File: config.mk
export PLATFORM = sky130hd
export DESIGN_NAME = tile_map_responder
export DESIGN_NICKNAME = d
export VERILOG_FILES = /design/src/rtl/tile_map_responder_pkg.sv /design/src/rtl/tile_map_responder_ram.sv /design/src/rtl/tile_map_responder.sv
export SDC_FILE = /design/constraint.sdc
export NUM_CORES = 2
export LEC_CHECK = 0
export CORE_ASPECT_RATIO = 0.8
export CORE_MARGIN = 2
export CORE_UTILIZATION = 60
export DETAILED_ROUTE_END_ITERATION = 16
export GPL_ROUTABILITY_DRIVEN = 0
export PLACE_DENSITY = 0.79
export SLEW_MARGIN = 10
export SYNTH_ARGS = -nofsm -noshare
export SYNTH_HDL_FRONTEND = slang
export SYNTH_HIERARCHICAL = 1
export SYNTH_SLANG_ARGS = --single-unit
File: constraint.sdc
create_clock -name clk -period 11.32 [get_ports clk]
set_input_delay 1.698 -clock clk [delete_from_list [all_inputs] [get_ports clk]]
set_output_delay 1.698 -clock clk [all_outputs]
set_load 0.01 [all_outputs]
File: src/rtl/tile_map_responder_pkg.sv
// Shared tile ids, map geometry defaults and the address-width helper
// used by the tile map responder and its storage.
package tile_map_responder_pkg;

  localparam logic [15:0] RS_FLOOR = 16'h0000;
  localparam logic [15:0] RS_WALL  = 16'h0001;

  localparam int MAP_W_DEFAULT = 13;
  localparam int MAP_H_DEFAULT = 13;

  function automatic int addr_width(input int depth);
    return (depth <= 2) ? 1 : $clog2(depth);
  endfunction

  typedef enum logic [1:0] {
    ST_INIT,
    ST_IDLE,
    ST_READ,
    ST_RESP
  } state_t;

endpackage

File: src/rtl/tile_map_responder_ram.sv
// Tile storage: one write port and one synchronous read port; a read of the
// address being written in the same cycle returns the old contents.
module tile_ram #(
  parameter int DEPTH = 169,
  parameter int AW    = 8,
  parameter int DW    = 16
) (
  input  logic          clk,
  input  logic          we,
  input  logic [AW-1:0] waddr,
  input  logic [DW-1:0] wdata,
  input  logic          re,
  input  logic [AW-1:0] raddr,
  output logic [DW-1:0] rdata
);

  logic [DW-1:0] mem [DEPTH];

  always_ff @(posedge clk) begin
    if (we) mem[waddr] <= wdata;
    if (re) rdata <= mem[raddr];
  end

endmodule

File: src/rtl/tile_map_responder.sv
// Live tile map: initialises walls/floor, then answers position queries with a
// fixed two-edge latency while accepting tile updates.
module tile_map_responder
  import tile_map_responder_pkg::*;
#(
  parameter int          MAP_W      = MAP_W_DEFAULT,
  parameter int          MAP_H      = MAP_H_DEFAULT,
  parameter logic [15:0] WALL_TILE  = RS_WALL,
  parameter logic [15:0] FLOOR_TILE = RS_FLOOR
) (
  input  logic        clk,
  input  logic        rst,
  input  logic        q_valid,
  input  logic [3:0]  q_x,
  input  logic [3:0]  q_y,
  output logic        q_ready,
  output logic        r_valid,
  output logic [15:0] r_tile_id,
  input  logic        w_en,
  input  logic [3:0]  w_x,
  input  logic [3:0]  w_y,
  input  logic [15:0] w_tile_id,
  output logic        init_busy
);

  localparam int DEPTH = MAP_W * MAP_H;
  localparam int AW    = addr_width(DEPTH);

  state_t        state;
  logic [3:0]    init_x, init_y;
  logic [3:0]    cap_x, cap_y;
  logic          cap_off;
  logic          fwd_hit;
  logic [15:0]   fwd_data;
  logic [AW-1:0] read_addr;

  logic          ram_we;
  logic [AW-1:0] ram_waddr;
  logic [15:0]   ram_wdata;
  logic [15:0]   ram_rdata;

  logic q_on_map, w_on_map, init_border, init_last_x, init_last;

  function automatic logic [AW-1:0] cell_addr(input logic [3:0] x, input logic [3:0] y);
    return AW'(int'(y) * MAP_W + int'(x));
  endfunction

  assign q_on_map    = (int'(q_x) < MAP_W) && (int'(q_y) < MAP_H);
  assign w_on_map    = (int'(w_x) < MAP_W) && (int'(w_y) < MAP_H);
  assign init_last_x = (int'(init_x) == MAP_W - 1);
  assign init_last   = init_last_x && (int'(init_y) == MAP_H - 1);
  assign init_border = (init_x == 4'd0) || init_last_x ||
                       (init_y == 4'd0) || (int'(init_y) == MAP_H - 1);

  // The init sweep owns the write port; user writes only land once it is done.
  always_comb begin
    ram_we    = 1'b0;
    ram_waddr = cell_addr(w_x, w_y);
    ram_wdata = w_tile_id;
    if (state == ST_INIT) begin
      ram_we    = 1'b1;
      ram_waddr = cell_addr(init_x, init_y);
      ram_wdata = init_border ? WALL_TILE : FLOOR_TILE;
    end else begin
      ram_we = w_en && w_on_map;
    end
  end

  tile_ram #(
    .DEPTH (DEPTH),
    .AW    (AW),
    .DW    (16)
  ) u_ram (
    .clk   (clk),
    .we    (ram_we),
    .waddr (ram_waddr),
    .wdata (ram_wdata),
    .re    (state == ST_READ),
    .raddr (read_addr),
    .rdata (ram_rdata)
  );

  always_ff @(posedge clk or posedge rst) begin
    if (rst) begin
      state     <= ST_INIT;
      init_x    <= 4'd0;
      init_y    <= 4'd0;
      init_busy <= 1'b1;
      q_ready   <= 1'b0;
      r_valid   <= 1'b0;
      r_tile_id <= 16'h0000;
      cap_x     <= 4'd0;
      cap_y     <= 4'd0;
      cap_off   <= 1'b0;
      fwd_hit   <= 1'b0;
      fwd_data  <= 16'h0000;
      read_addr <= '0;
    end else begin
      r_valid <= 1'b0;
      case (state)
        ST_INIT: begin
          if (init_last) begin
            state     <= ST_IDLE;
            init_busy <= 1'b0;
            q_ready   <= 1'b1;
          end else if (init_last_x) begin
            init_x <= 4'd0;
            init_y <= init_y + 4'd1;
          end else begin
            init_x <= init_x + 4'd1;
          end
        end
        ST_IDLE: begin
          if (q_valid) begin
            cap_x     <= q_x;
            cap_y     <= q_y;
            cap_off   <= !q_on_map;
            read_addr <= q_on_map ? cell_addr(q_x, q_y) : '0;
            q_ready   <= 1'b0;
            state     <= ST_READ;
          end
        end
        ST_READ: begin
          // RAM returns old data on this edge, so a coincident write must bypass it.
          fwd_hit  <= w_en && !cap_off && (w_x == cap_x) && (w_y == cap_y);
          fwd_data <= w_tile_id;
          state    <= ST_RESP;
        end
        ST_RESP: begin
          r_valid   <= 1'b1;
          r_tile_id <= cap_off ? WALL_TILE : (fwd_hit ? fwd_data : ram_rdata);
          q_ready   <= 1'b1;
          state     <= ST_IDLE;
        end
      endcase
    end
  end

endmodule

==> flow_summary.ini <==
[clock_tree]
cts_root_buf = clkbuf_16
ctsResizeCount = 0
post_cts_buffers = 0
clock_latency_ns = 0.88
path_clk_slew_ns = 0.07
h-tree-depth = 4
ctsLongestPathBuffers = 3
ctsHoldBuffers = 0
cts_buffers = 239
clock_sinks = 2783
tritoncts = done

[floorplan]
coreArea_sq_mm = 0.182
die_h_um = 387
die-area_sq_mm = 0.186
start_util_pct = 60.3
die_x_um = 482
placementRows = 140
ios = 55

[cells_and_area]
multi_input_area_sq_mm = 0.0246
design_area_sq_mm = 0.122
drive_above_1_share_pct = 22.2
area_growth_pct = 10.9
register_area_sq_mm = 0.0833
fillCellCount = 10800
layout.nets = 5656

[critical_path]
criticalPathCategory = input pin to register
end_kind = register
rr_worst_depth = 8
r2r_start = read_addr[0]
critPathArrivalTime_ns = 7.21
cp-start-kind = input pin
required_ns = 11.90
worstPathMaxFanout = 16
ff2ff_setup_slack_ns = 5.26
rr_endpoint = u_ram/rdata[6]

[route]
drc = 0
firstDrtPassIters = 6
drtAntennaViolNets = 0
drt_wl_total_um = 295000
num_vias = 58300
viasPerCell = 7.14
wire_per_inst_um = 36.1
drt_iter0_drc = 11300

[power]
ir_worst_vdd_mv = 0.221
p_leak_uw = 0.0383
p_per_area_mw_per_mm2 = 245
total_power_uw = 29800

[logic_synthesis]
synth_top_flop_cell = edfxtp_1
yosysSeqAreaShare_pct = 75.8
synth_edf_count = 2720
yosysTopAreaCellShare_pct = 74.4
synth_area_per_cell_sq_um = 20.8
synth.area.top_cells = edfxtp_1 74%, mux4_2 11%, mux2i_1 3.0%
synth_area_leader_cell = edfxtp_1
synth_warnings = 6
synth_cells = 5280
ys_ff_latch = 2783
syn_nets = 5392
ys_async_sr_fraction_pct = 2.26
syn_area_sq_mm = 0.110
synthDistinctLibCells = 82

[global_route]
antenna_found_initial = 25
groute.usage.overall_pct = 31.8
grt-ovfl-total = 0
grt_pass1_vias = 56400
grt_max_degree = 170
grt_first_pass_wirelength_um = 420000

[sta]
max_freq_ghz = 0.151
worstMarginPinSlew_ns = 1.37
max-slew-margin-rel_pct = 8.40
hold_viol = 0
finalCriticalPeriod_ns = 6.63
rsz0062_at_grt = no
setup_tns_ns = 0
fin_crit_sh_pct = 58.6
clock_skew_ns = 0.0347
finalWorstSetupSlack_ns = 4.69
final_max_slew_viol_count = 0
setup_viol = 0

[placement]
placed_area_sq_mm = 0.114
dp_hpwl_um = 170000
dp_slack_ns = 3.84
io_buffers = 54

[status]
outcome = finished, final reports clean

[worst_hold_path]
hold_start = init_busy
whs_endpoint = init_busy
hold_path_class = register to register
hold_depth = 1

[run]
maxCapViolations = 0
[worst max-delay path: stages]
cell and delay (ns):
clkdlybuf4s50_1 0.60, inv_1 0.09, ha_1 0.31, ha_1 0.31, fa_1 0.48, ha_1 0.37, nand2b_1 0.10, a21oi_1 0.21
mux2i_1 0.11, a211oi_1 0.77, nor2b_1 0.35, nand2_1 0.58, nor2_1 0.91, buf_4 0.31
[cells in the mapped netlist, types with 5 or more instances]
cell type	n
a211oi_1	30
a21o_1	18
a21oi_1	89
a221oi_1	32
a22o_1	15
a22oi_1	36
a31oi_1	9
buf_1	19
buf_12	7
buf_2	70
buf_4	31
buf_6	34
buf_8	26
clkbuf_1	102
clkbuf_4	5
dfrtp_1	62
edfxtp_1	2720
fa_1	6
ha_1	70
inv_1	44
mux2_2	45
mux2i_1	325
mux4_1	20
mux4_2	540
nand2_1	98
nand2b_1	17
nand3_1	29
nand4_1	9
nor2_1	202
nor2b_1	34
nor3_1	99
nor4_1	14
o21ai_0	93
o221ai_1	120
o221ai_2	11
o22ai_1	90
o31a_1	5
xnor2_1	11
xor2_1	6
[layout make-up]
type	count	area share, %
clock buffers	297	5.20
clock inverters	147	1.29
flip-flops and latches	2783	68.4
inverters	47	0.151
repair buffers	321	2.24
diodes	13	0.0267
multi-input cells	2152	20.2
well taps	2414	2.48
[power breakdown]
| part | switching, uW | internal (uW) | total, uW |
|---|---|---|---|
| Combinational | 6080 | 3050 | 9130 |
| Sequential | 241 | 12100 | 12400 |
| Clock | 3700 | 4630 | 8330 |
[cells by family (layout without fill, tap and decap cells)]
family	Yosys count	in the layout	share of synthesized area, %
XOR/XNOR	17	17	0.136
flip-flops	2783	2783	75.8
multiplexers	930	930	15.0
adder cells (fa/ha/maj)	76	76	0.907
AND/OR/NAND/NOR	533	533	2.25
other	0	13	0
AO/OA/AOI/OAI	596	596	3.89
buffers and inverters	345	812	2.00
[state kept, by name, indices dropped and copies added, names as in the netlist]
register,count
q_ready,1
state,2
cap_y,4
cap_off,1
cap_x,4
init_x,4
read_addr,8
r_valid,1
u_ram/mem,2704
init_y,4
r_tile_id,16
init_busy,1
fwd_hit,1
fwd_data,16
u_ram/rdata,16
[metal layers]
metal / part of all wire (%) / vias up / global-route usage, %
li1: - / 22700 / -
met1: 35 / 29700 / 45.6
met2: 44 / 5266 / 45.2
met3: 17 / 724 / 12.3
met4: 4.0 / 26 / 11.1
met5: 0.075 / - / 0
[cells in the final DEF, fill, tap and decap left out, drive strengths merged, types with 32 or more instances in the layout]
cell           Yosys  final
a21oi             90     90
a221oi            32     32
a22oi             36     36
buf              187    267
clkbuf           107    297
clkdlybuf4s50      0     54
clkinv             2     97
dfrtp             62     62
edfxtp          2720   2720
ha                70     70
inv               45     52
mux2              45     45
mux2i            325    325
mux4             560    560
nand2             99     99
nor2             202    202
nor2b             34     34
nor3             100    100
o21ai             97     97
o221ai           131    131
o22ai             90     90
[worst max-delay path by stage]
stage / slack, ns / start / end
after floorplan: 3.67 / w_tile_id[0] / u_ram/mem[0][0]
after global placement: 3.97 / w_y[0] / u_ram/mem[100][13]
after detailed placement: 3.84 / w_y[0] / u_ram/mem[146][13]
after CTS: 4.72 / w_y[0] / u_ram/mem[146][12]
after global routing: 4.62 / w_y[0] / u_ram/mem[133][0]
final: 4.69 / w_y[0] / u_ram/mem[133][0]
[stage by stage]
step,util [%],std cells,hold slack [ns]
2_1_floorplan,-,5280,0.454
3_3_place_gp,62.5,7717,0.485
3_5_place_dp,62.5,7717,0.490
4_1_cts,66.8,8161,0.499
5_1_grt,66.9,8161,0.509
6_report,66.9,8174,0.495
Note: power is estimated with default switching activity, not from simulation.
